### config.mk
export PLATFORM = sky130hd
export DESIGN_NAME = layer_compositor
export DESIGN_NICKNAME = d
export VERILOG_FILES = /design/src/rtl/layer_compositor_pkg.sv /design/src/rtl/layer_compositor_prio_encoder.sv /design/src/rtl/layer_compositor.sv
export SDC_FILE = /design/constraint.sdc
export NUM_CORES = 1
export LEC_CHECK = 0
export ABC_AREA = 1
export CORE_MARGIN = 2
export CORE_UTILIZATION = 50
export DETAILED_ROUTE_END_ITERATION = 8
export HOLD_SLACK_MARGIN = 0.03
export PLACE_DENSITY = 0.88
export RECOVER_POWER = 100
export SLEW_MARGIN = 30
export SYNTH_ARGS = -nofsm -noshare
export SYNTH_HDL_FRONTEND = slang
export SYNTH_HIERARCHICAL = 1
export SYNTH_SLANG_ARGS = --single-unit
### constraint.sdc
create_clock -name clk -period 5.1 [get_ports clk]
set_clock_uncertainty 0.2 [all_clocks]
set_input_delay 1.02 -clock clk [delete_from_list [all_inputs] [get_ports clk]]
set_output_delay 1.02 -clock clk [all_outputs]
set_load 0.05 [all_outputs]
### src/rtl/layer_compositor_pkg.sv
// Shared constants for the layer compositor: pixel width, RGB222 colours, layer indices.
package layer_compositor_pkg;

    localparam int unsigned PIX_W = 6;

    localparam logic [PIX_W-1:0] BLACK       = 6'b000000;
    localparam logic [PIX_W-1:0] WHITE       = 6'b111111;
    localparam logic [PIX_W-1:0] SHOT_COLOUR = 6'b101010;

    localparam int unsigned DUCK  = 0;
    localparam int unsigned GUN   = 1;
    localparam int unsigned SHOT1 = 2;
    localparam int unsigned SHOT2 = 3;
    localparam int unsigned SHOT3 = 4;
    localparam int unsigned SHOT4 = 5;
    localparam int unsigned SHOT5 = 6;
    localparam int unsigned SHOT6 = 7;
    localparam int unsigned SHOT7 = 8;
    localparam int unsigned SHOT8 = 9;

    // Index width for n layers; a single layer still gets a 1-bit index.
    function automatic int unsigned idx_w(input int unsigned n);
        return (n > 1) ? $clog2(n) : 1;
    endfunction

endpackage

### src/rtl/layer_compositor_prio_encoder.sv
// Fixed-priority encoder: lowest set request bit wins.
module prio_encoder
    import layer_compositor_pkg::*;
#(
    parameter int unsigned WIDTH = 12
) (
    input  logic [WIDTH-1:0]        req,
    output logic                    found_c,
    output logic [idx_w(WIDTH)-1:0] idx_c
);

    localparam int unsigned IDX_W = idx_w(WIDTH);

    // Scan from the top down so the lowest-index request is assigned last.
    always_comb begin
        found_c = 1'b0;
        idx_c   = '0;
        for (int i = WIDTH - 1; i >= 0; i--) begin
            if (req[i]) begin
                found_c = 1'b1;
                idx_c   = IDX_W'(i);
            end
        end
    end

endmodule

### src/rtl/layer_compositor.sv
// Two-stage sprite/layer compositor with frame-shadowed enables and flashing layers.
module layer_compositor
    import layer_compositor_pkg::*;
#(
    parameter int unsigned            NUM_LAYERS = 12,
    parameter int unsigned            DATA_W     = PIX_W,
    parameter int unsigned            FLASH_BIT  = 4,
    parameter logic [NUM_LAYERS-1:0]  EN_RESET   = '1
) (
    input  logic                          clk,
    input  logic                          rst_n,
    input  logic                          pix_valid_in,
    input  logic [NUM_LAYERS-1:0]         layer_hit,
    input  logic [NUM_LAYERS*DATA_W-1:0]  layer_data,
    input  logic                          frame_start,
    input  logic [NUM_LAYERS-1:0]         layer_en_next,
    input  logic [NUM_LAYERS-1:0]         flash_mask,
    output logic [DATA_W-1:0]             data,
    output logic                          draw,
    output logic                          pix_valid_out,
    output logic [idx_w(NUM_LAYERS)-1:0]  hit_index
);

    localparam int unsigned IDX_W = idx_w(NUM_LAYERS);
    localparam int unsigned CNT_W = 8;

    logic [NUM_LAYERS-1:0]        en_active;
    logic [CNT_W-1:0]             frame_cnt;
    logic                         flash_phase_c;
    logic [NUM_LAYERS-1:0]        elig_c;

    logic [NUM_LAYERS-1:0]        s1_elig;
    logic [NUM_LAYERS*DATA_W-1:0] s1_data;
    logic                         s1_valid;

    logic                         found_c;
    logic [IDX_W-1:0]             win_idx_c;
    logic [DATA_W-1:0]            sel_data_c;

    assign flash_phase_c = frame_cnt[FLASH_BIT];

    // Stage-1 eligibility uses pre-frame_start enables and flash phase.
    assign elig_c = layer_hit & en_active
                  & ~(flash_mask & {NUM_LAYERS{flash_phase_c}})
                  & {NUM_LAYERS{pix_valid_in}};

    // Frame-rate state: shadowed enables and wrapping frame counter.
    always_ff @(posedge clk or negedge rst_n) begin
        if (!rst_n) begin
            en_active <= EN_RESET;
            frame_cnt <= '0;
        end else if (frame_start) begin
            en_active <= layer_en_next;
            frame_cnt <= frame_cnt + CNT_W'(1);
        end
    end

    // Stage 1: register eligibility, colours and pixel qualifier.
    always_ff @(posedge clk or negedge rst_n) begin
        if (!rst_n) begin
            s1_elig  <= '0;
            s1_data  <= '0;
            s1_valid <= 1'b0;
        end else begin
            s1_elig  <= elig_c;
            s1_data  <= layer_data;
            s1_valid <= pix_valid_in;
        end
    end

    prio_encoder #(
        .WIDTH (NUM_LAYERS)
    ) u_prio (
        .req     (s1_elig),
        .found_c (found_c),
        .idx_c   (win_idx_c)
    );

    // Colour mux for the winning layer.
    always_comb begin
        sel_data_c = '0;
        for (int k = 0; k < NUM_LAYERS; k++) begin
            if (win_idx_c == IDX_W'(k)) begin
                sel_data_c = s1_data[k*DATA_W +: DATA_W];
            end
        end
    end

    // Stage 2: register composited output; colour and index hold when nothing wins.
    always_ff @(posedge clk or negedge rst_n) begin
        if (!rst_n) begin
            data          <= '0;
            draw          <= 1'b0;
            hit_index     <= '0;
            pix_valid_out <= 1'b0;
        end else begin
            draw          <= found_c;
            pix_valid_out <= s1_valid;
            if (found_c) begin
                data      <= sel_data_c;
                hit_index <= win_idx_c;
            end
        end
    end

endmodule
==> results of run 1 <==
[registers in the layout, summed over array words and instances, names as in the netlist, 4 cells and up]
name	count
s1_data	72
en_active	12
s1_elig	12
data	6
frame_cnt	5
hit_index	4
[cell families after synthesis]
| kind of cell | after synthesis |
|---|---|
| and+or+nand+nor | 198 |
| DFF | 114 |
| buffers and inverters | 42 |
| AOI/OAI and AO/OA | 41 |
| xor gates and xnor gates | 4 |
| adders and majority gates | 1 |
[Yosys cell counts (all sizes together)]
master,count,area (sq um)
inv,36,135
or2,3,18.8
nand2,123,462
nand4,13,81.3
o21ai,14,70.1
ha,1,12.5
a21oi,24,120
dfrtp,102,2550
xnor2,1,8.76
dfstp,12,315
clkbuf,5,18.8
xor2,3,26.3
nor3,3,20.0
nand3,26,130
a31oi,2,12.5
o22ai,1,6.26
nor2,30,130
buf,1,3.75
[worst reg2reg max path: cells and delay by family, from the launching register on]
family | cells | cell delay, ns
AOI/OAI and AO/OA | 2 | 0.51
buffers and inverters | 3 | 0.35
DFF | 1 | 0.37
and+or+nand+nor | 17 | 1.52
[placed cells by master (no fill, tap or decap), types with 2 or more instances in the layout]
cell type and count:
nand2_1 123, dfrtp_1 102, dlygate4sd3_1 86, inv_1 36, clkdlybuf4s50_1 36, nor2_1 28
nand3_1 26, a21oi_1 24, clkbuf_16 16, o21ai_0 14, nand4_1 13, dfstp_2 12
clkinv_2 5, clkbuf_1 4, xor2_1 3, clkbuf_8 3, clkinvlp_4 3, or2_2 2
a31oi_1 2, nor3_1 2
[per-layer routing]
metal,up-vias,wire length [um],GRT usage [%]
met1,1579,4110,30.4
li1,1552,-,-
met4,0,330,11.2
met3,26,816,7.34
met5,-,0,0
met2,160,5300,43.2
[how the worst max path moves through the flow]
stage,cells past startpoint,endpoint
floorplan,22,data[0]
global placement,22,data[5]
detailed placement,18,data[0]
CTS,1,hit_index[0]
global route,22,data[4]
finish,22,data[4]
[power by group]
| part | switching [mW] | leakage [nW] | internal [mW] | total (mW) |
|---|---|---|---|---|
| Combinational | 0.368 | 1.15 | 0.205 | 0.573 |
| Sequential | 0.0696 | 1.35 | 1.01 | 1.08 |
| Clock | 0.388 | 0.261 | 0.666 | 1.05 |
[final cells by class]
class | count | area share [%]
antenna | 1 | 0.0417
clock buffer | 22 | 7.54
clock inverter | 10 | 1.44
inverter | 36 | 2.25
multi-input combinational | 244 | 18.2
sequential | 114 | 47.8
tap | 105 | 2.19
timing repair buffer | 124 | 20.6
[stage by stage]
step	util [%]	power, mW	std cells	hold slack [ns]	worst slack, ns
after floorplan	-	1.42	400	0.131	2.83
after global placement	67.6	1.67	623	0.135	2.44
after detailed placement	67.6	1.68	623	0.142	2.25
after CTS	74.2	2.75	655	0.160	2.16
after global routing	74.2	2.83	656	0.168	1.62
final	74.2	2.71	656	0.154	2.04
==> results by group, run 1 <==
Clock network
  • Total clock sinks: 114
  • H-tree Lvls: 4
  • Root Driver: clkbuf_8
  • Post-CTS setup repair buffer count: 0
  • Cts bufs inserted: 17
  • Clk buf depth: 2
  • CTS tree: built
  • Clk Latency, worst-skew pair: about 0.5 ns
  • CTS-repair resized insts: 0
  • Hold-fix buffers, CTS: 0
  • Clock-pin slew on the worst setup and hold paths: about 0.050 ns

Setup path
  • CP bufs+invs: 3
  • Crit path launch: s1_elig[10]
  • Worst r2r src: s1_elig[10]
  • Reg2reg setup slack: a little over 2 ns
  • Setup crit end kind: register
  • RR Endpoint: data[4]
  • Critical path class: reg2reg
  • CP most frequent cell: nand2_1
  • Critical path's largest stage delay: about 0.51 ns
  • Slowest CP cell: nor2_1
  • Top delay family on crit path: simple AND/OR/NAND/NOR gates
  • Critical Path RT: around 5.3 ns
  • CP Data Arrival Time: 3.26 ns
  • CP startpoint kind: register
  • CP cell instances: inv_1 -> nand2_1 -> nand2_1 -> nand2_1 -> nand2_1 -> nand2_1 -> nand2_1 -> nand2_1 -> nand2_1 -> nand2_1 -> a21oi_1 -> nand2_1 -> nor2_1 -> inv_1 -> o22ai_1 -> inv_1 -> nand2_1 -> nand3_1 -> nand2_1 -> nand2_1 -> nand2_1 -> nand2_1
  • R2R cell count: 22
  • Critical-path maximum fanout: 7

Placement
  • Buffers on Ports: around 120
  • RePlAce Congestion: 0.846
  • DP HPWL: slightly above 7000 um
  • Post-placement cell area: roughly 5500 sq um

Yosys
  • Synth Register Bits: 114
  • Post-synthesis compound-gate area fraction: between 5 and 6%
  • Synthesized area: slightly above 4000 sq um
  • Post-synthesis mux area share: 0%
  • Synth cell types: 22
  • Sequential cell area fraction in the yosys report: between 60% and 70%
  • Syn_nets: 513
  • Synth Area in Adders: 0.303%
  • Avg Synthesized Cell Area: between 10 and 15 sq um
  • Post-Synth XOR/XNOR Area: less than 1%
  • Synth warn: 6
  • Mapped Cells: 400
  • Largest family of logic cells by synthesized area: simple AND/OR/NAND/NOR gates
  • Post-synthesis simple-gate area fraction: roughly 20%

Floorplanning
  • Site Rows: 33
  • Die Area: around 9000 sq um
  • IO Count: between 100 and 150
  • Chip height: 94.8 um
  • Die X: around 95 um
  • Core area: roughly 8000 sq um
  • Initial core utilization: 51.0%

Timing
  • Fmax achieved: between 300 and 400 MHz
  • Slew @ Worst Pin: approximately 1.7 ns
  • Min Tclk post-route: between 3 and 4 ns
  • RSZ-0062 raised after global routing: false
  • Relative slew slack: -15.2%
  • Max Slew Vio Count: 33
  • Tcrit/Tclk final: around three fifths
  • Setup TNS: 0 ns
  • Setup-failing EPs final: 0
  • Fin. Hold Viols: 0

Global routing
  • First-pass GRT wire length: approximately 17000 um
  • Vias in the first global route: between 3k and 4k
  • Global route overflow: 0
  • Tot GR Track Use: between 20% and 30%
  • Largest net degree at the start of global routing: 84
  • Antenna violations before repair: 1

Hold path
  • Hold WC Path Type: reg2reg
  • HP Start: s1_valid
  • Hold Path Depth: 0
  • Hold path endpoint: pix_valid_out

Finish
  • Fillcell total: roughly 530
  • Final-stage net count: 650
  • Storage cell area: 2870 sq um
  • Syn-to-layout area delta: 45.6%
  • Area of the multi-input gates: between 1000 and 1500 sq um
  • Design area: ~6000 sq um
  • Share of cells above drive strength 1: around 8.5%

Power and ir drop
  • Pwr Density: 451 nW/um^2
  • Static Leak: about 2.8 nW
  • Worst vdd ir: 0.214 mV

Run status
  • Status: finished, violations left
  • Failing checks: capacitance limit, slew limit

Detailed routing
  • Routed vias: between 3k and 4k
  • DRT Pass-1 Iters: 5
  • DRT antenna net count: 0
  • DRC violations left: 0
  • 1st-iter DRT viols: 201
  • Via/cell ratio: between 5 and 6
  • Drt wl/cell: approximately 16 um
  • Final WL: 10600 um

Flow run
  • MaxCap Viol Count: 1
Power figures use the tool's default switching activity.
==> inputs of run 2 (changes only) <==
- CORE_UTILIZATION: 50 -> 47
- PLACE_DENSITY: 0.88 -> 0.84
- clock period: 5.1 -> 3 ns (I/O delays scaled with it)
==> run 2 against run 1 <==
Effect of this change: the run now ends clean; via count up 2.5%; sequential cell count unchanged; die area grew 6.1%; count of clock-buffer cells in the layout is 1 higher; critical path depth decreased by 6; register-to-register slack worse by 1.8 ns; final cell count grew 1.1%; largest cell class unchanged; highest routed layer is now met5.
==> results by group, run 2 (synthesis gave the netlist of run 1 again) <==
Global routing
  • Tot GR Track Use: 23.6% (was 25.5%)
  • Vias in the first global route: 3680 (was 3405)
  • Antenna violations before repair: 3 (was 1)
  • Largest net degree at the start of global routing: 50 (was 84)
  • First-pass GRT wire length: 17300 um (was 16700 um)
  • Global route overflow: 0 (unchanged)

Timing
  • Tcrit/Tclk final: 92.1% (was 60.0%)
  • Fin. Hold Viols: 0 (unchanged)
  • Slew @ Worst Pin: 1.08 ns (was 1.73 ns)
  • Final hold slack: 0.163 ns (was 0.154 ns)
  • Max Slew Vio Count: 0 (was 33)
  • Setup ws final: 0.238 ns (was 2.04 ns)
  • RSZ-0062 raised after global routing: false (unchanged)
  • Relative slew slack: 27.8% (was -15.2%)
  • Fmax achieved: 362 MHz (was 327 MHz)
  • Min Tclk post-route: 2.76 ns (was 3.06 ns)
  • Setup-failing EPs final: 0 (unchanged)
  • Setup TNS: 0 ns (unchanged)

Setup path
  • CP most frequent cell: nand2_1 (unchanged)
  • Reg2reg setup slack: 0.24 ns (was 2.04 ns)
  • Slowest CP cell: dfrtp_1 (was nor2_1)
  • Top delay family on crit path: simple AND/OR/NAND/NOR gates (unchanged)
  • Critical path's largest stage delay: 0.37 ns (was 0.51 ns)
  • Critical path class: reg2reg (unchanged)
  • CP bufs+invs: 1 (was 3)
  • Critical Path RT: 3.24 ns (was 5.30 ns)
  • CP Data Arrival Time: 3.00 ns (was 3.26 ns)
  • Critical-path maximum fanout: 6 (was 7)
  • CP startpoint kind: register (unchanged)
  • Setup crit end kind: register (unchanged)
  • CP cell instances: or2_2 -> nand3_1 -> nand2_1 -> nand3_1 -> a31oi_1 -> inv_1 -> nand2_1 -> nor2_1 -> nand2_1 -> nand3_1 -> nor2_1 -> nand4_1 -> o21ai_0 -> nand4_1 -> nand2_1 -> nand2_1 (was inv_1 -> nand2_1 -> nand2_1 -> nand2_1 -> nand2_1 -> nand2_1 -> nand2_1 -> nand2_1 -> nand2_1 -> nand2_1 -> a21oi_1 -> nand2_1 -> nor2_1 -> inv_1 -> o22ai_1 -> inv_1 -> nand2_1 -> nand3_1 -> nand2_1 -> nand2_1 -> nand2_1 -> nand2_1)

Floorplanning
  • Site Rows: 34 (was 33)
  • Chip height: 97.7 um (was 94.8 um)
  • Initial core utilization: 48.0% (was 51.0%)
  • Die Area: 9540 sq um (was 8990 sq um)
  • Core area: 8590 sq um (was 8090 sq um)
  • IO Count: 124 (unchanged)
  • Die X: 97.7 um (was 94.8 um)

Clock network
  • Clk Latency, worst-skew pair: 0.50 ns (was 0.51 ns)
  • Cts bufs inserted: 17 (unchanged)
  • CTS tree: built (unchanged)
  • Root Driver: clkbuf_8 (unchanged)
  • Total clock sinks: 114 (unchanged)
  • Clk buf depth: 2 (unchanged)
  • Clock-pin slew on the worst setup and hold paths: 0.06 ns (was 0.05 ns)
  • H-tree Lvls: 4 (unchanged)

Placement
  • Buffers on Ports: 123 (unchanged)
  • RePlAce Congestion: 0.882 (was 0.846)
  • Post-Place Worst Slack: 0.338 ns (was 2.25 ns)
  • DP HPWL: 7330 um (was 7220 um)
  • Placed cell count: 628 (was 623)

Detailed routing
  • Final WL: 10600 um (about the same)
  • 1st-iter DRT viols: 235 (was 201)
  • Drt wl/cell: 15.9 um (was 16.1 um)
  • DRT antenna net count: 0 (unchanged)
  • Routed vias: 3399 (was 3317)
  • DRC violations left: 0 (unchanged)
  • Via/cell ratio: 5.13 (was 5.06)
  • DRT Pass-1 Iters: 5 (unchanged)

Power and ir drop
  • Tot Pwr: 5.01 mW (was 2.71 mW)
  • Pwr Density: 814 nW/um^2 (was 451 nW/um^2)
  • Worst vdd ir: 0.368 mV (was 0.214 mV)
  • Static Leak: 2.83 nW (was 2.76 nW)

Hold path
  • Hold WC Path Type: reg2reg (unchanged)

Finish
  • Final-stage net count: 653 (was 650)
  • Largest register FFs: 72 (unchanged)
  • Fillcell total: 580 (was 533)
  • Most flops, register: s1_data (unchanged)
  • Final Non-Filler Cells: 663 (was 656)
  • Syn-to-layout area delta: 49.3% (was 45.6%)
  • Commonest non-fill, non-tap cell in the layout: nand2_1 (unchanged)
  • Most frequent cells in the layout: nand2_1, dfrtp_1, dlygate4sd3_1 (unchanged)
  • Biggest regs: s1_data (72), en_active (12), s1_elig (12) (unchanged)
  • Share of cells above drive strength 1: 9.76% (was 8.55%)

Flow run
  • MaxCap Viol Count: 0 (was 1)

Run status
  • Status: finished, final reports clean (was finished, violations left)
## run 2: per-stage QoR
| step | util, % | instance area (sq um) |
|---|---|---|
| finish | 71.6 | 6160 |
| floorplan | - | 4120 |
| global route | 71.6 | 6150 |
| CTS | 71.7 | 6160 |
| global placement | 64.0 | 5500 |
| detailed placement | 64.0 | 5500 |
## run 2: repair_timing
| action | in CTS | in global routing |
|---|---|---|
| endpoints found under the setup margin | 0 | 5 |
| gates resized for setup | 0 | 2 |
| buffers inserted | 0 | 0 |
| hold buffers | 1 | 0 |
| hold endpoints to repair | 30 | 0 |
## run 2: metal layers
metal  global-route usage (%)  vias to the layer above  part of all wire (%)
li1                         -                     1561                     -
met1                     26.5                     1642                    38
met2                     40.1                      164                    51
met3                     9.21                       30                   7.9
met4                     9.62                        2                   2.6
met5                        0                        -                  0.12
## run 2: final cells by class
cell class	instances	area [sq um]	area share, %
well taps	108	135	2.20
clock inverters	9	175	2.85
diodes	2	5.00	0.0813
repair buffers	127	1260	20.4
multi-input cells	244	1100	17.9
flip-flops and latches	114	2870	46.6
clock buffers	23	477	7.74
inverters	36	135	2.20
## run 2: final timing paths
path                              from             to  cells past startpoint
setup / recovery           s1_elig[10]        data[0]                     16
hold / removal                s1_valid  pix_valid_out                      0
setup reg to reg           s1_elig[10]        data[0]                     16
hold reg to reg               s1_valid  pix_valid_out                      0
max in group asynchronous        rst_n    s1_data[57]                      3
min in group asynchronous        rst_n    s1_data[12]                      2
## run 2: report_power, final
group          switching, mW  internal, mW  leakage, nW
registers              0.126          1.72         1.35
clock network          0.662          1.52        0.314
logic                  0.632         0.352         1.16
==> inputs of run 3 (changes only) <==
- ABC_AREA: 1 -> default
- PLACE_DENSITY: 0.84 -> 0.83
==> run 3 against run 2 <==
Effect of this change: sequential power about the same; critical path type unchanged; critical endpoint is now data[3]; non-clock buffer count grew 7; the run now ends with capacitance limit, slew limit left; largest cell class unchanged; critical path depth is 7 lower; via count shrank 12%.
==> results by group, run 3 <==
Yosys
  • Post-synthesis compound-gate area fraction: 8.97% (was 5.07%)
  • Mapped Cells: 300 (was 400)
  • Post-synthesis mux area share: 11.5% (was 0%)
  • Synth Register Bits: 114 (unchanged)
  • Synth Flop Type: dfrtp_1 (unchanged)
  • Post-synthesis simple-gate area fraction: 8.29% (was 20.4%)
  • Yosys top cell area share: 60.2% (was 61.9%)
  • Syn_nets: 413 (was 513)
  • Most frequent cell after synthesis: dfrtp_1 (was nand2_1)
  • Synth cell types: 44 (was 22)
  • Post-synth top cells: dfrtp_1, mux2_2, a21oi_1 (was nand2_1, dfrtp_1, inv_1)
  • Synthesized area: 4240 sq um (was 4120 sq um)
  • Sequential cell area fraction in the yosys report: 67.7% (was 69.5%)
  • Post-Synth XOR/XNOR Area: 0.826% (was 0.850%)
  • Largest cells by area after synthesis: dfrtp_1, mux2_2, dfstp_2 (was dfrtp_1, nand2_1, dfstp_2)
  • Synth Area in Adders: 0.295% (was 0.303%)
  • Largest family of logic cells by synthesized area: multiplexers (was simple AND/OR/NAND/NOR gates)
  • Ys async rst share: 100% (unchanged)
  • Avg Synthesized Cell Area: 14.1 sq um (was 10.3 sq um)
  • Post-synth EDFFs: 0 (unchanged)
  • Synth warn: 6 (unchanged)
  • Post-synth top area cell: dfrtp_1 (unchanged)

Clock network
  • Clk buf depth: 2 (unchanged)
  • Hold-fix buffers, CTS: 1 (unchanged)
  • H-tree Lvls: 4 (unchanged)
  • Post-CTS setup repair buffer count: 0 (unchanged)
  • Clock-pin slew on the worst setup and hold paths: 0.06 ns (about the same)
  • Cts bufs inserted: 17 (unchanged)
  • Total clock sinks: 114 (unchanged)
  • Clk Latency, worst-skew pair: 0.51 ns (was 0.50 ns)
  • CTS-repair resized insts: 0 (unchanged)
  • CTS tree: built (unchanged)
  • Root Driver: clkbuf_8 (unchanged)

Power and ir drop
  • Combinational share of power: 23.5% (was 19.7%)
  • Switching share of power: 29.2% (was 28.3%)
  • Worst vdd ir: 0.372 mV (was 0.368 mV)
  • Flop pwr share: 38.6% (was 36.8%)
  • Clock network power share: 37.9% (was 43.5%)
  • Pwr Density: 781 nW/um^2 (was 814 nW/um^2)
  • Static Leak: 2.61 nW (was 2.83 nW)
  • Internal Pwr Total: 3.40 mW (was 3.59 mW)
  • P_sw: 1.40 mW (was 1.42 mW)

Floorplanning
  • Chip height: 99.0 um (was 97.7 um)
  • Die X: 99.0 um (was 97.7 um)
  • Die Area: 9800 sq um (was 9540 sq um)
  • Initial core utilization: 48.6% (was 48.0%)
  • Core area: 8720 sq um (was 8590 sq um)
  • IO Count: 124 (unchanged)
  • Site Rows: 34 (unchanged)

Finish
  • Commonest non-fill, non-tap cell in the layout: dfrtp_1 (was nand2_1)
  • Syn-to-layout area delta: 45.2% (was 49.3%)
  • Biggest regs: s1_data (72), en_active (12), s1_elig (12) (unchanged)
  • Final core utilization: 70.6% (was 71.6%)
  • Most frequent cells in the layout: dfrtp_1, dlygate4sd3_1, clkdlybuf4s50_1 (was nand2_1, dfrtp_1, dlygate4sd3_1)
  • Fillcell total: 577 (was 580)
  • Largest register FFs: 72 (unchanged)
  • Most flops, register: s1_data (unchanged)
  • Share of cells above drive strength 1: 19.8% (was 9.76%)
  • Final-stage net count: 550 (was 653)

Setup path
  • Worst r2r src: s1_elig[6] (was s1_elig[10])
  • Critical Path RT: 3.19 ns (was 3.24 ns)
  • Setup crit end kind: register (unchanged)
  • Reg2reg setup slack: 0.40 ns (was 0.24 ns)
  • Crit path launch: s1_elig[6] (was s1_elig[10])
  • Critical path class: reg2reg (unchanged)
  • Critical path's largest stage delay: 0.48 ns (was 0.37 ns)
  • R2R cell count: 9 (was 16)
  • CP startpoint kind: register (unchanged)
  • CP cell instances: nor3_1 -> o21ai_0 -> o21ai_0 -> o31a_2 -> buf_4 -> mux2_2 -> o21ai_0 -> and3_1 -> o21ai_0 (was or2_2 -> nand3_1 -> nand2_1 -> nand3_1 -> a31oi_1 -> inv_1 -> nand2_1 -> nor2_1 -> nand2_1 -> nand3_1 -> nor2_1 -> nand4_1 -> o21ai_0 -> nand4_1 -> nand2_1 -> nand2_1)
  • CP Data Arrival Time: 2.79 ns (was 3.00 ns)
  • CP most frequent cell: o21ai_0 (was nand2_1)
  • RR Endpoint: data[3] (was data[0])
  • Worst Setup EP: data[3] (was data[0])
  • Critical-path maximum fanout: 20 (was 6)
  • Slowest CP cell: o31a_2 (was dfrtp_1)

Hold path
  • Hold WC Path Type: reg2reg (unchanged)

Global routing
  • Largest net degree at the start of global routing: 62 (was 50)
  • Antenna violations before repair: 1 (was 3)
  • Tot GR Track Use: 23.1% (was 23.6%)
  • Global route overflow: 0 (unchanged)
  • First-pass GRT wire length: 17000 um (was 17300 um)
  • Vias in the first global route: 3302 (was 3680)

Timing
  • Setup-failing EPs final: 0 (unchanged)
  • Min Tclk post-route: 2.60 ns (was 2.76 ns)
  • RSZ-0062 raised after global routing: false (unchanged)
  • Slew @ Worst Pin: 1.77 ns (was 1.08 ns)
  • Fmax achieved: 384 MHz (was 362 MHz)
  • Fin. Hold Viols: 0 (unchanged)
  • Final hold slack: 0.157 ns (was 0.163 ns)
  • Tcrit/Tclk final: 86.8% (was 92.1%)
  • Max Slew Vio Count: 32 (was 0)
  • Setup TNS: 0 ns (unchanged)
  • Relative slew slack: -18.2% (was 27.8%)

Detailed routing
  • Final WL: 10300 um (was 10600 um)
  • Via/cell ratio: 5.38 (was 5.13)
  • DRC violations left: 0 (unchanged)
  • Drt wl/cell: 18.5 um (was 15.9 um)
  • DRT antenna net count: 0 (unchanged)
  • 1st-iter DRT viols: 88 (was 235)
  • DRT Pass-1 Iters: 4 (was 5)
  • Routed vias: 3008 (was 3399)

Flow run
  • MaxCap Viol Count: 1 (was 0)

Run status
  • Status: finished, violations left (was finished, final reports clean)
  • Failing checks: capacitance limit, slew limit

Placement
  • Buffers on Ports: 123 (unchanged)
  • DP HPWL: 7140 um (was 7330 um)
  • RePlAce Congestion: 0.881 (was 0.882)
-- run 3: worst max-delay path: cells and delay by family (launching register included) --
| kind | cells | cell delay [ns] |
|---|---|---|
| multiplexers | 1 | 0.34 |
| flip-flops | 1 | 0.42 |
| buffers and inverters | 1 | 0.24 |
| AO/OA/AOI/OAI | 5 | 0.92 |
| AND/OR/NAND/NOR | 2 | 0.36 |
-- run 3: layer usage --
| layer | track usage, % | up-vias | share of wire (%) |
|---|---|---|---|
| met5 | 0 | - | 0 |
| met4 | 10.4 | 0 | 2.3 |
| met3 | 8.72 | 23 | 8.7 |
| met2 | 36.7 | 137 | 49 |
| met1 | 28.1 | 1488 | 40 |
| li1 | - | 1360 | - |
-- run 3: cell families after synthesis --
group	count (synthesis)
compound gates	58
xor+xnor	4
fa+ha+maj	1
buf+inv	20
flops	114
mux	43
simple gates	60
-- run 3: worst min-delay path by stage --
stage / start / end / slack (ns) / cells after the start
final: s1_valid / pix_valid_out / 0.16 / 0
after global routing: s1_valid / pix_valid_out / 0.16 / 0
after CTS: s1_valid / pix_valid_out / 0.16 / 0
after detailed placement: s1_valid / pix_valid_out / 0.15 / 0
after global placement: s1_valid / pix_valid_out / 0.14 / 0
after floorplan: rst_n / data[0] / 0.10 / 0
-- run 3: power by group through the flow --
stage	sequential [mW]	clock [mW]	combinational, mW
floorplan	2.05	0	0.525
global placement	1.87	0	1.14
detailed placement	1.88	0	1.17
CTS	1.86	1.85	1.18
global route	1.87	1.92	1.22
finish	1.85	1.82	1.13
-- run 3: final cells by class --
cell class,count,area [sq um],area share [%]
diodes,1,2.50,0.0407
clock buffers,26,488,7.93
clock inverters,6,55.1,0.895
inverters,4,15.0,0.244
multi-input cells,166,1270,20.7
flip-flops and latches,114,2870,46.6
well taps,108,135,2.20
repair buffers,134,1320,21.4
-- run 3: per-stage QoR --
| stage | setup WS [ns] | total power, mW | cells | cell area [sq um] |
|---|---|---|---|---|
| floorplan | 0.793 | 2.58 | 300 | 4240 |
| global placement | 0.592 | 3.01 | 525 | 5610 |
| detailed placement | 0.472 | 3.04 | 525 | 5610 |
| CTS | 0.448 | 4.89 | 558 | 6160 |
| global route | 0.103 | 5.01 | 559 | 6150 |
| finish | 0.397 | 4.80 | 559 | 6150 |
